## config.mk

```make
export PLATFORM = sky130hd
export DESIGN_NAME = bitmap_rom_reader_flat
export DESIGN_NICKNAME = d
export VERILOG_FILES = /design/src/rtl/bitmap_rom_reader_pkg.sv /design/src/rtl/bitmap_rom_reader_if.sv /design/src/rtl/bitmap_rom_reader_pix_skid_fifo.sv /design/src/rtl/bitmap_rom_reader.sv /design/src/flat_wrapper.sv
export SDC_FILE = /design/constraint.sdc
export NUM_CORES = 1
export LEC_CHECK = 0
export CORE_ASPECT_RATIO = 0.8
export CORE_UTILIZATION = 68
export CTS_CLUSTER_SIZE = 28
export DETAILED_ROUTE_END_ITERATION = 8
export DONT_BUFFER_PORTS = 1
export PLACE_DENSITY = 0.84
export SLEW_MARGIN = 10
export SYNTH_ARGS = -nofsm -noshare
export SYNTH_HDL_FRONTEND = slang
export SYNTH_HIERARCHICAL = 1
export SYNTH_SLANG_ARGS = --single-unit
```

## constraint.sdc

```tcl
create_clock -name clk -period 6 [get_ports clk]
set_clock_uncertainty 0.2 [all_clocks]
set_input_delay 1.2 -clock clk [delete_from_list [all_inputs] [get_ports clk]]
set_output_delay 1.2 -clock clk [all_outputs]
set_load 0.02 [all_outputs]
```

## src/rtl/bitmap_rom_reader_pkg.sv

```systemverilog
// Shared LCD-path definitions: pixel width, reader FSM encoding, width helper.
package bitmap_rom_reader_pkg;

  localparam int RGB565_W = 16;

  typedef logic [1:0] fsm_state_t;

  localparam logic [1:0] ST_IDLE  = 2'd0;
  localparam logic [1:0] ST_RUN   = 2'd1;
  localparam logic [1:0] ST_DRAIN = 2'd2;
  localparam logic [1:0] ST_DONE  = 2'd3;

  // ceil(log2(value)), never below 1 so a 1-pixel dimension still gets a real bit
  function automatic int clog2_min1(input int value);
    int w;
    w = 0;
    while ((1 << w) < value) w++;
    return (w < 1) ? 1 : w;
  endfunction

endpackage

```

## src/rtl/bitmap_rom_reader_if.sv

```systemverilog
// Control, ROM read bus and pixel stream of the bitmap ROM reader.
// master = the reader itself, slave = the surrounding LCD path.
interface bitmap_rom_reader_if
  import bitmap_rom_reader_pkg::*;
#(
  parameter int ADDR_WIDTH  = 17,
  parameter int IMG_W       = 320,
  parameter int IMG_H       = 240,
  parameter int COLOR_WIDTH = RGB565_W
);
  localparam int XW = clog2_min1(IMG_W);
  localparam int YW = clog2_min1(IMG_H);

  logic                   start;
  logic [ADDR_WIDTH-1:0]  base_addr;
  logic [COLOR_WIDTH-1:0] fg_color;
  logic [COLOR_WIDTH-1:0] bg_color;
  logic [ADDR_WIDTH-1:0]  rom_addr;
  logic                   rom_data;
  logic                   pix_valid;
  logic                   pix_ready;
  logic [COLOR_WIDTH-1:0] pix_data;
  logic [XW-1:0]          pix_x;
  logic [YW-1:0]          pix_y;
  logic                   pix_last;
  logic                   busy;
  logic                   done;

  modport master (
    input  start, base_addr, fg_color, bg_color, rom_data, pix_ready,
    output rom_addr, pix_valid, pix_data, pix_x, pix_y, pix_last, busy, done
  );

  modport slave (
    output start, base_addr, fg_color, bg_color, rom_data, pix_ready,
    input  rom_addr, pix_valid, pix_data, pix_x, pix_y, pix_last, busy, done
  );

endinterface

```

## src/rtl/bitmap_rom_reader_pix_skid_fifo.sv

```systemverilog
// Two-entry FIFO holding {bit, x, y, last} between the ROM and the pixel port.
// Pure storage: the parent guarantees no push when full and no pop when empty.
module pix_skid_fifo #(
  parameter int WIDTH = 8
) (
  input  logic             clk,
  input  logic             rst,
  input  logic             push_i,
  input  logic             pop_i,
  input  logic [WIDTH-1:0] din_i,
  output logic [WIDTH-1:0] dout_o,
  output logic [1:0]       count_o
);

  logic [WIDTH-1:0] mem_q [2];
  logic             wr_ptr_q;
  logic             rd_ptr_q;
  logic [1:0]       count_q;
  logic [1:0]       count_d;

  assign count_d = count_q + {1'b0, push_i} - {1'b0, pop_i};
  assign dout_o  = mem_q[rd_ptr_q];
  assign count_o = count_q;

  // Pointer and occupancy bookkeeping
  always_ff @(posedge clk) begin
    if (rst) begin
      wr_ptr_q <= 1'b0;
      rd_ptr_q <= 1'b0;
      count_q  <= 2'd0;
    end else begin
      if (push_i) wr_ptr_q <= ~wr_ptr_q;
      if (pop_i)  rd_ptr_q <= ~rd_ptr_q;
      count_q <= count_d;
    end
  end

  // Entry storage; contents are only meaningful while counted as occupied
  always_ff @(posedge clk) begin
    if (push_i) mem_q[wr_ptr_q] <= din_i;
  end

endmodule

```

## src/rtl/bitmap_rom_reader.sv

```systemverilog
// Raster-order reader for a 1-bit bitmap ROM with 1-cycle read latency.
// Each bit becomes a fg/bg colour on a valid/ready pixel stream.
module bitmap_rom_reader
  import bitmap_rom_reader_pkg::*;
#(
  parameter int ADDR_WIDTH  = 17,
  parameter int IMG_W       = 320,
  parameter int IMG_H       = 240,
  parameter int COLOR_WIDTH = RGB565_W
) (
  input  logic                clk,
  input  logic                rst,
  bitmap_rom_reader_if.master bus
);

  localparam int XW = clog2_min1(IMG_W);
  localparam int YW = clog2_min1(IMG_H);
  localparam int TW = XW + YW + 2;   // {bit, x, y, last}

  fsm_state_t             state_q, state_d;
  logic [ADDR_WIDTH-1:0]  addr_q, addr_d;
  logic [XW-1:0]          ix_q, ix_d;
  logic [YW-1:0]          iy_q, iy_d;
  logic                   inflight_q;
  logic [XW-1:0]          tx_q;
  logic [YW-1:0]          ty_q;
  logic                   tlast_q;
  logic [COLOR_WIDTH-1:0] fg_q, bg_q;

  logic [1:0]    count;
  logic [TW-1:0] head;
  logic          head_bit, head_last;
  logic [XW-1:0] head_x;
  logic [YW-1:0] head_y;
  logic          accept, pix_valid, pop, issue, at_last, last_issue;
  logic [2:0]    occ_net;

  assign accept    = (state_q == ST_IDLE) && bus.start;
  assign pix_valid = (count != 2'd0);
  assign pop       = pix_valid && bus.pix_ready;

  // Credit: buffered + in-flight words, net of the word leaving this cycle,
  // must leave room for one more. Counting the same-cycle pop is what lets a
  // 2-entry buffer sustain one pixel per clock with ready held high.
  assign occ_net    = {1'b0, count} + {2'b0, inflight_q} - {2'b0, pop};
  assign issue      = (state_q == ST_RUN) && (occ_net < 3'd2);
  assign at_last    = (ix_q == XW'(IMG_W - 1)) && (iy_q == YW'(IMG_H - 1));
  assign last_issue = issue && at_last;

  assign head_bit  = head[TW-1];
  assign head_x    = head[TW-2 -: XW];
  assign head_y    = head[YW:1];
  assign head_last = head[0];

  // Frame sequencing
  always_comb begin
    state_d = state_q;
    case (state_q)
      ST_IDLE:  if (bus.start) state_d = ST_RUN;
      ST_RUN:   if (last_issue) state_d = ST_DRAIN;
      ST_DRAIN: if (pop && head_last) state_d = ST_DONE;
      ST_DONE:  state_d = ST_IDLE;
      default:  state_d = ST_IDLE;
    endcase
  end

  // Address and raster issue counters
  always_comb begin
    addr_d = addr_q;
    ix_d   = ix_q;
    iy_d   = iy_q;
    if (accept) begin
      addr_d = bus.base_addr;
      ix_d   = '0;
      iy_d   = '0;
    end else if (issue) begin
      addr_d = addr_q + ADDR_WIDTH'(1);
      if (ix_q == XW'(IMG_W - 1)) begin
        ix_d = '0;
        iy_d = (iy_q == YW'(IMG_H - 1)) ? '0 : iy_q + YW'(1);
      end else begin
        ix_d = ix_q + XW'(1);
      end
    end
  end

  // Control registers; reset aborts a frame and drops any in-flight read
  always_ff @(posedge clk) begin
    if (rst) begin
      state_q    <= ST_IDLE;
      addr_q     <= '0;
      ix_q       <= '0;
      iy_q       <= '0;
      inflight_q <= 1'b0;
    end else begin
      state_q    <= state_d;
      addr_q     <= addr_d;
      ix_q       <= ix_d;
      iy_q       <= iy_d;
      inflight_q <= issue;
    end
  end

  // Tag of the read in flight, and colours captured for the whole frame
  always_ff @(posedge clk) begin
    if (issue) begin
      tx_q    <= ix_q;
      ty_q    <= iy_q;
      tlast_q <= at_last;
    end
    if (accept) begin
      fg_q <= bus.fg_color;
      bg_q <= bus.bg_color;
    end
  end

  pix_skid_fifo #(
    .WIDTH (TW)
  ) u_fifo (
    .clk     (clk),
    .rst     (rst),
    .push_i  (inflight_q),
    .pop_i   (pop),
    .din_i   ({bus.rom_data, tx_q, ty_q, tlast_q}),
    .dout_o  (head),
    .count_o (count)
  );

  // Head fields are forced to zero while empty so idle/reset outputs read 0
  assign bus.rom_addr  = addr_q;
  assign bus.pix_valid = pix_valid;
  assign bus.pix_data  = pix_valid ? (head_bit ? fg_q : bg_q) : '0;
  assign bus.pix_x     = pix_valid ? head_x : '0;
  assign bus.pix_y     = pix_valid ? head_y : '0;
  assign bus.pix_last  = pix_valid && head_last;
  assign bus.busy      = (state_q != ST_IDLE);
  assign bus.done      = (state_q == ST_DONE);

endmodule

```

## src/flat_wrapper.sv

```systemverilog
// flat-port wrapper written by rule: the top's interface ports become plain ports
module bitmap_rom_reader_flat import bitmap_rom_reader_pkg::*;
#(
  parameter int ADDR_WIDTH  = 17,
  parameter int IMG_W       = 320,
  parameter int IMG_H       = 240,
  parameter int COLOR_WIDTH = RGB565_W
)
  (clk, rst, bus_start, bus_base_addr, bus_fg_color, bus_bg_color, bus_rom_data, bus_pix_ready, bus_rom_addr, bus_pix_valid, bus_pix_data, bus_pix_x, bus_pix_y, bus_pix_last, bus_busy, bus_done);
  bitmap_rom_reader_if #(.ADDR_WIDTH(ADDR_WIDTH), .IMG_W(IMG_W), .IMG_H(IMG_H), .COLOR_WIDTH(COLOR_WIDTH)) bus_i ();
  input  logic clk;
  input  logic rst;
  input wire logic [$bits(bus_i.start)-1:0] bus_start;
  input wire logic [$bits(bus_i.base_addr)-1:0] bus_base_addr;
  input wire logic [$bits(bus_i.fg_color)-1:0] bus_fg_color;
  input wire logic [$bits(bus_i.bg_color)-1:0] bus_bg_color;
  input wire logic [$bits(bus_i.rom_data)-1:0] bus_rom_data;
  input wire logic [$bits(bus_i.pix_ready)-1:0] bus_pix_ready;
  output wire logic [$bits(bus_i.rom_addr)-1:0] bus_rom_addr;
  output wire logic [$bits(bus_i.pix_valid)-1:0] bus_pix_valid;
  output wire logic [$bits(bus_i.pix_data)-1:0] bus_pix_data;
  output wire logic [$bits(bus_i.pix_x)-1:0] bus_pix_x;
  output wire logic [$bits(bus_i.pix_y)-1:0] bus_pix_y;
  output wire logic [$bits(bus_i.pix_last)-1:0] bus_pix_last;
  output wire logic [$bits(bus_i.busy)-1:0] bus_busy;
  output wire logic [$bits(bus_i.done)-1:0] bus_done;
  assign bus_i.start = bus_start;
  assign bus_i.base_addr = bus_base_addr;
  assign bus_i.fg_color = bus_fg_color;
  assign bus_i.bg_color = bus_bg_color;
  assign bus_i.rom_data = bus_rom_data;
  assign bus_i.pix_ready = bus_pix_ready;
  assign bus_rom_addr = bus_i.rom_addr;
  assign bus_pix_valid = bus_i.pix_valid;
  assign bus_pix_data = bus_i.pix_data;
  assign bus_pix_x = bus_i.pix_x;
  assign bus_pix_y = bus_i.pix_y;
  assign bus_pix_last = bus_i.pix_last;
  assign bus_busy = bus_i.busy;
  assign bus_done = bus_i.done;
  bitmap_rom_reader #(.ADDR_WIDTH(ADDR_WIDTH), .IMG_W(IMG_W), .IMG_H(IMG_H), .COLOR_WIDTH(COLOR_WIDTH)) u_core (.clk(clk), .rst(rst), .bus(bus_i));
endmodule
```

==> flow_metrics.tcl, run 1 <==
set metrics [dict create \
    slew_headroom 0.373 \
    track_usage 0.245 \
    start_kind "flip-flop" \
    worstMarginPinSlew_ns 0.941 \
    top_usage_layer "met2" \
    rsz0062_at_grt "false" \
    dp_hpwl_mm 6.48 \
    drive_gt1_frac 0.136 \
    powerDensity_nw_per_um2 524 \
    start_util 0.721 \
    core_sq_um 7570 \
    fp.dieArea_sq_um 8390 \
    grt_pass1_vias 3020 \
    cts_buffers 17 \
    maxCapViolCount 0 \
    setup_viol 0 \
    period_needed_ns 4.49 \
    ys_seq_elements 130 \
    ys.flop_type "edfxtp_1" \
    grtUsageMet2 0.409 \
    grt_pass1_wl_mm 14.8 \
    drv_slew 0 \
    drc 0 \
    report.power.total_mw 3.23 \
    holdBufCountCts 0 \
    p_leak_nw 2.23 \
    synth-edff-count 88 \
    final_hold_viol_count 0 \
    antenna_left 0 \
    vias_per_cell 5.84 \
    crit_type "flip-flop to flip-flop" \
    h-tree-depth 4 \
    period_share 0.749 \
    cts-root-buf "clkbuf_8" \
    ctsResizeCount 0 \
    peakVddDrop_uv 308 \
    use_met1 0.302 \
    die_h_um 82.1 \
    cts_buffer_depth 2 \
    tns_ns 0 \
    hold_path.class "flip-flop to flip-flop" \
    cp_max_fo 21 \
    firstDrtPassIters 5 \
    antenna_cells 0 \
    synth_nets 492 \
    yosysWarnings 6 \
    synthToLayoutAreaGrowth_pct 12.9 \
    rows 28 \
    status "completed" \
    syn_area_per_cell_sq_um 12.8 \
    use_met3 0.0884 \
    synth-seq-area-share 0.638 \
    grt_overflow 0 \
    port_buffers 0 \
    async_flop_share 0 \
    grt_max_degree 35 \
    post_drt_wl_per_cell_um 18.1 \
    clk_pin_slew_ns 0.06 \
    drt-initial-drc-count 175 \
    nets 503 \
    worst_ep_arrival_time_ns 4.68 \
    end_kind "flip-flop" \
    max_freq_mhz 223 \
    vias 3240 \
    syn-cell-area_sq_um 5460 \
    gp_congestion 0.830 \
    required_ns 6.18 \
    num_io_pins 108 \
    die_w_um 102 \
    cts.sinks 130 \
    syn_inst 426 \
    ys_types 41 \
    grt_antenna_before_repair 0 \
    cts_tree "yes" \
    wirelength_mm 10.1 \
    clock_latency_ns 0.51 \
    postCtsSetupBuffers 0 \
]
critical path, stage by stage (launching register included):
cell	delay [ns]
dfxtp_1	0.44
nor2_1	0.08
buf_4	0.20
inv_1	0.07
buf_4	0.23
and2_1	0.24
ha_1	0.25
nand2b_1	0.15
fa_1	0.49
nand2_1	0.14
or2_2	0.40
inv_1	0.52
buf_4	0.32
nand2_1	0.13
o21ai_1	0.37
nor2_1	0.09
cell type report:
cell class                 count  area (sq um)
fill                         416          1410
sequential                   130          3480
clock buffer                  18           418
timing repair buffer           8          60.1
multi-input combinational    267          1840
tap                          105           131
clock inverter                14           180
inverter                      13          48.8
flip-flops by register name (all words and copies together) (netlist names), 8 cells and up, named ones only:
| name | count |
|---|---|
| u_core/tx_q | 9 |
| u_core/iy_q | 8 |
| u_core/fg_q | 16 |
| u_core/bg_q | 16 |
| u_core/u_fifo/mem_q | 38 |
| u_core/ty_q | 8 |
| u_core/bus.rom_addr | 17 |
| u_core/ix_q | 9 |
metal layers:
metal	wire length, um	vias up
met5	0	-
met4	88	0
met3	767	12
met2	4920	144
met1	4270	1538
li1	-	1546
power by group:
part | switching, mW | internal, mW
combinational | 0.549 | 0.276
sequential | 0.165 | 1.21
clock | 0.388 | 0.639
total | 1.10 | 2.13
cell usage in the layout, fill, tap and decap left out, types with 7 or more instances in the layout:
cell type  Yosys  final
edfxtp_1      88     88
nor2_1        61     61
dfxtp_1       42     42
and2_1        22     22
xor2_1        19     19
nand2_1       18     18
clkbuf_16      0     16
mux2i_1       16     16
nand3_1       15     15
inv_1         13     13
a211oi_1      13     13
xnor2_1       11     11
ha_1          11     11
mux2_4        10     10
mux2_2         9      9
buf_4          0      8
nand4_1        8      8
nor3_1         7      7
synthesized netlist by cell type (all sizes together), types with 3 or more instances:
| master | count | share of area |
|---|---|---|
| ha | 11 | 0.025 |
| xor2 | 19 | 0.030 |
| mux2i | 16 | 0.029 |
| nor2 | 61 | 0.042 |
| nor4 | 5 | 0.0057 |
| nand2b | 5 | 0.0057 |
| nand2 | 18 | 0.012 |
| a21oi | 5 | 0.0046 |
| clkbuf | 13 | 0.0092 |
| mux2 | 19 | 0.046 |
| inv | 13 | 0.0089 |
| and2 | 22 | 0.025 |
| nor2b | 4 | 0.0046 |
| edfxtp | 88 | 0.48 |
| nand3 | 15 | 0.014 |
| or4 | 3 | 0.0041 |
| nor3 | 7 | 0.0064 |
| and3 | 5 | 0.0057 |
| a211oi | 14 | 0.020 |
| o21ai | 6 | 0.0055 |
| xnor2 | 11 | 0.018 |
| dfxtp | 42 | 0.15 |
| nand4 | 8 | 0.0092 |
| buf | 3 | 0.0066 |
stage by stage:
step           setup slack [ns]  hold WS (ns)   util  area (sq um)  instances
6_report                   1.51         0.245  0.814          6160        555
5_1_grt                    1.16         0.257  0.814          6160        555
4_1_cts                    1.50         0.244  0.814          6160        555
3_5_place_dp               1.41         0.231  0.735          5560        523
3_3_place_gp               1.56         0.224  0.735          5560        523
2_1_floorplan              1.85         0.221      -          5460        426
cell families (layout without fill, tap and decap cells):
family / after synthesis / after routing / synth area share
muxes: 35 / 35 / 0.0754
buffers and inverters: 29 / 53 / 0.0248
DFF: 130 / 130 / 0.638
xor gates and xnor gates: 31 / 31 / 0.0523
adders and majority gates: 12 / 12 / 0.0289
and+or+nand+nor: 158 / 158 / 0.141
AOI/OAI and AO/OA: 31 / 31 / 0.0392
worst paths after layout:
kind | start | to | slack (ns) | cells past startpoint
setup reg to reg | u_core/u_fifo/count_o[1] | u_core/iy_q[4] | 1.51 | 15
hold / removal | u_core/ty_q[5] | u_core/u_fifo/mem_q[0][6] | 0.25 | 0
hold reg to reg | u_core/ty_q[5] | u_core/u_fifo/mem_q[0][6] | 0.25 | 0
setup / recovery | u_core/u_fifo/count_o[1] | u_core/iy_q[4] | 1.51 | 15
Note: power is estimated with default switching activity, not from simulation.
==> inputs of run 2 (changes only) <==
Settings changed: ABC_AREA set to 1, CORE_UTILIZATION 68 to 63, PLACE_DENSITY 0.84 to 0.79.
Clock period 6 ns to 4.5 ns, I/O delays scaled along.
==> flow_metrics.tcl, run 2 <==
set metrics [dict create \
    h-tree-depth 4 \
    die_w_um 110 \
    drive_gt1_frac 0.114 \
    antenna_cells 0 \
    mostFrequentLayoutCells "133 x nand2_1, 88 x edfxtp_1, 77 x nor2_1, 77 x inv_1, 42 x dfxtp_1" \
    grt_antenna_before_repair 0 \
    rows 31 \
    fp.dieArea_sq_um 9740 \
    critical_path.slowest_cell "inv_2" \
    synth-seq-area-share 0.592 \
    largest_register_ff_count 38 \
    final_area_sq_um 6610 \
    cts_buffer_depth 2 \
    synthTopCellsByArea "edfxtp_1 45%, dfxtp_1 14%, nand2_1 8.5%" \
    p_leak_nw 2.63 \
    synth_top_area_cell "edfxtp_1" \
    holdBufCountCts 0 \
    antenna_left 0 \
    synthToLayoutAreaGrowth_pct 12.3 \
    drv_slew 0 \
    port_buffers 0 \
    status "completed" \
    post-synth-top-area-fraction 0.449 \
    clock_latency_ns 0.43 \
    required_ns 4.65 \
    end_kind "flip-flop" \
    dp_hpwl_mm 8.01 \
    gp_congestion 0.928 \
    die_h_um 88.5 \
    report.power.total_mw 4.41 \
    core_sq_um 9080 \
    async_flop_share 0 \
    yosysWarnings 6 \
    max_freq_mhz 252 \
    ys_types 35 \
    peakVddDrop_uv 503 \
    period_needed_ns 3.97 \
    cp_num_buf_inv 6 \
    wirelength_mm 12.1 \
    ctsResizeCount 0 \
    hold_path.class "flip-flop to flip-flop" \
    worstPathCellList "inv_2 > nand2_1 > inv_2 > nor2_2 > ha_1 > inv_1 > nand2_1 > fa_1 > nand2_1 > clkinv_1 > nand2_2 > nor2_4 > buf_4 > nand2_2 > inv_2 > nand3_1 > a21oi_1" \
    grt_overflow 0 \
    clk_pin_slew_ns 0.06 \
    powerDensity_nw_per_um2 667 \
    yosysMostFrequentCell "nand2_1" \
    track_usage 0.256 \
    placed_area_sq_um 5970 \
    firstDrtPassIters 5 \
    period_share 0.882 \
    vias 4179 \
    final_hold_viol_count 0 \
    n_fill_cell 624 \
    tns_ns 0 \
    synth_nets 675 \
    cts.sinks 130 \
    synthTopCellsByCount "133 x nand2_1, 88 x edfxtp_1, 77 x inv_1, 77 x nor2_1, 42 x dfxtp_1" \
    drc 0 \
    syn_inst 609 \
    slew_headroom 0.480 \
    drt-initial-drc-count 401 \
    num_io_pins 108 \
    worst_ep_arrival_time_ns 4.12 \
    final-instance-count-excl-fill 744 \
    slowest_delay_ns 0.53 \
    ys_seq_elements 130 \
    synth-edff-count 88 \
    rsz0062_at_grt "false" \
    top_register "u_core/u_fifo/mem_q" \
    post_drt_wl_per_cell_um 16.2 \
    cts_buffers 17 \
    syn-cell-area_sq_um 5890 \
    setup_viol 0 \
    syn_area_per_cell_sq_um 9.67 \
    cts_tree "yes" \
    final_common_cell "nand2_1" \
    cp_top_family "buffers and inverters" \
    dp_cells 712 \
    cts-root-buf "clkbuf_16" \
    dp_slack_ns 0.614 \
    start_kind "flip-flop" \
    grt_pass1_vias 3579 \
    maxCapViolCount 0 \
    crit_type "flip-flop to flip-flop" \
    worst_slack_ns 0.530 \
    cp_max_fo 35 \
    worstMarginPinSlew_ns 0.779 \
    postCtsSetupBuffers 0 \
    start_util 0.649 \
    ys.flop_type "edfxtp_1" \
    nets 682 \
    vias_per_cell 5.62 \
    grt_pass1_wl_mm 18.0 \
    grt_max_degree 45 \
]
run 2: power breakdown:
group | switching (mW) | leakage, nW | internal, mW
Clock | 0.552 | 0.317 | 0.944
Combinational | 0.799 | 1.15 | 0.308
Sequential | 0.222 | 1.16 | 1.59
run 2: kinds of logic after synthesis:
logic type,synth area share
adders and majority gates,0.0268
buffers and inverters,0.0718
xor gates and xnor gates,0.0104
AOI/OAI and AO/OA,0.0614
DFF,0.592
muxes,0.0427
and+or+nand+nor,0.195
run 2: path summary, 6_finish.rpt:
path,from,end,slack [ns],depth (start not counted)
max,u_core/u_fifo/count_o[1],u_core/iy_q[6],0.53,17
min,u_core/ty_q[0],u_core/u_fifo/mem_q[0][1],0.24,0
max reg2reg,u_core/u_fifo/count_o[1],u_core/iy_q[6],0.53,17
min reg2reg,u_core/ty_q[0],u_core/u_fifo/mem_q[0][1],0.24,0
run 2: worst reg2reg max path, cell delays in order, from the launching register on:
cell	delay, ns
dfxtp_1	0.35
inv_2	0.10
nand2_1	0.20
inv_2	0.53
nor2_2	0.14
ha_1	0.30
inv_1	0.05
nand2_1	0.06
fa_1	0.51
nand2_1	0.07
clkinv_1	0.06
nand2_2	0.05
nor2_4	0.40
buf_4	0.34
nand2_2	0.15
inv_2	0.13
nand3_1	0.10
a21oi_1	0.15
run 2: layout make-up:
class                   instances  area, sq um  area share
well taps                     115          144      0.0218
clock inverters                15          221      0.0335
repair buffers                  5         37.5     0.00568
multi-input cells             378         1980       0.300
flip-flops and latches        130         3480       0.527
inverters                      84          320      0.0484
clock buffers                  17          425      0.0643
run 2: layer usage:
metal	up-vias	GRT usage	share of wire
li1	2030	-	-
met1	1942	0.327	0.44
met2	186	0.391	0.46
met3	21	0.0972	0.086
met4	0	0.113	0.020
met5	-	0	0
run 2: through the flow:
stage | utilization | hold WS (ns)
2_1_floorplan | - | 0.208
3_3_place_gp | 0.657 | 0.228
3_5_place_dp | 0.657 | 0.232
4_1_cts | 0.729 | 0.245
5_1_grt | 0.729 | 0.249
6_report | 0.729 | 0.239
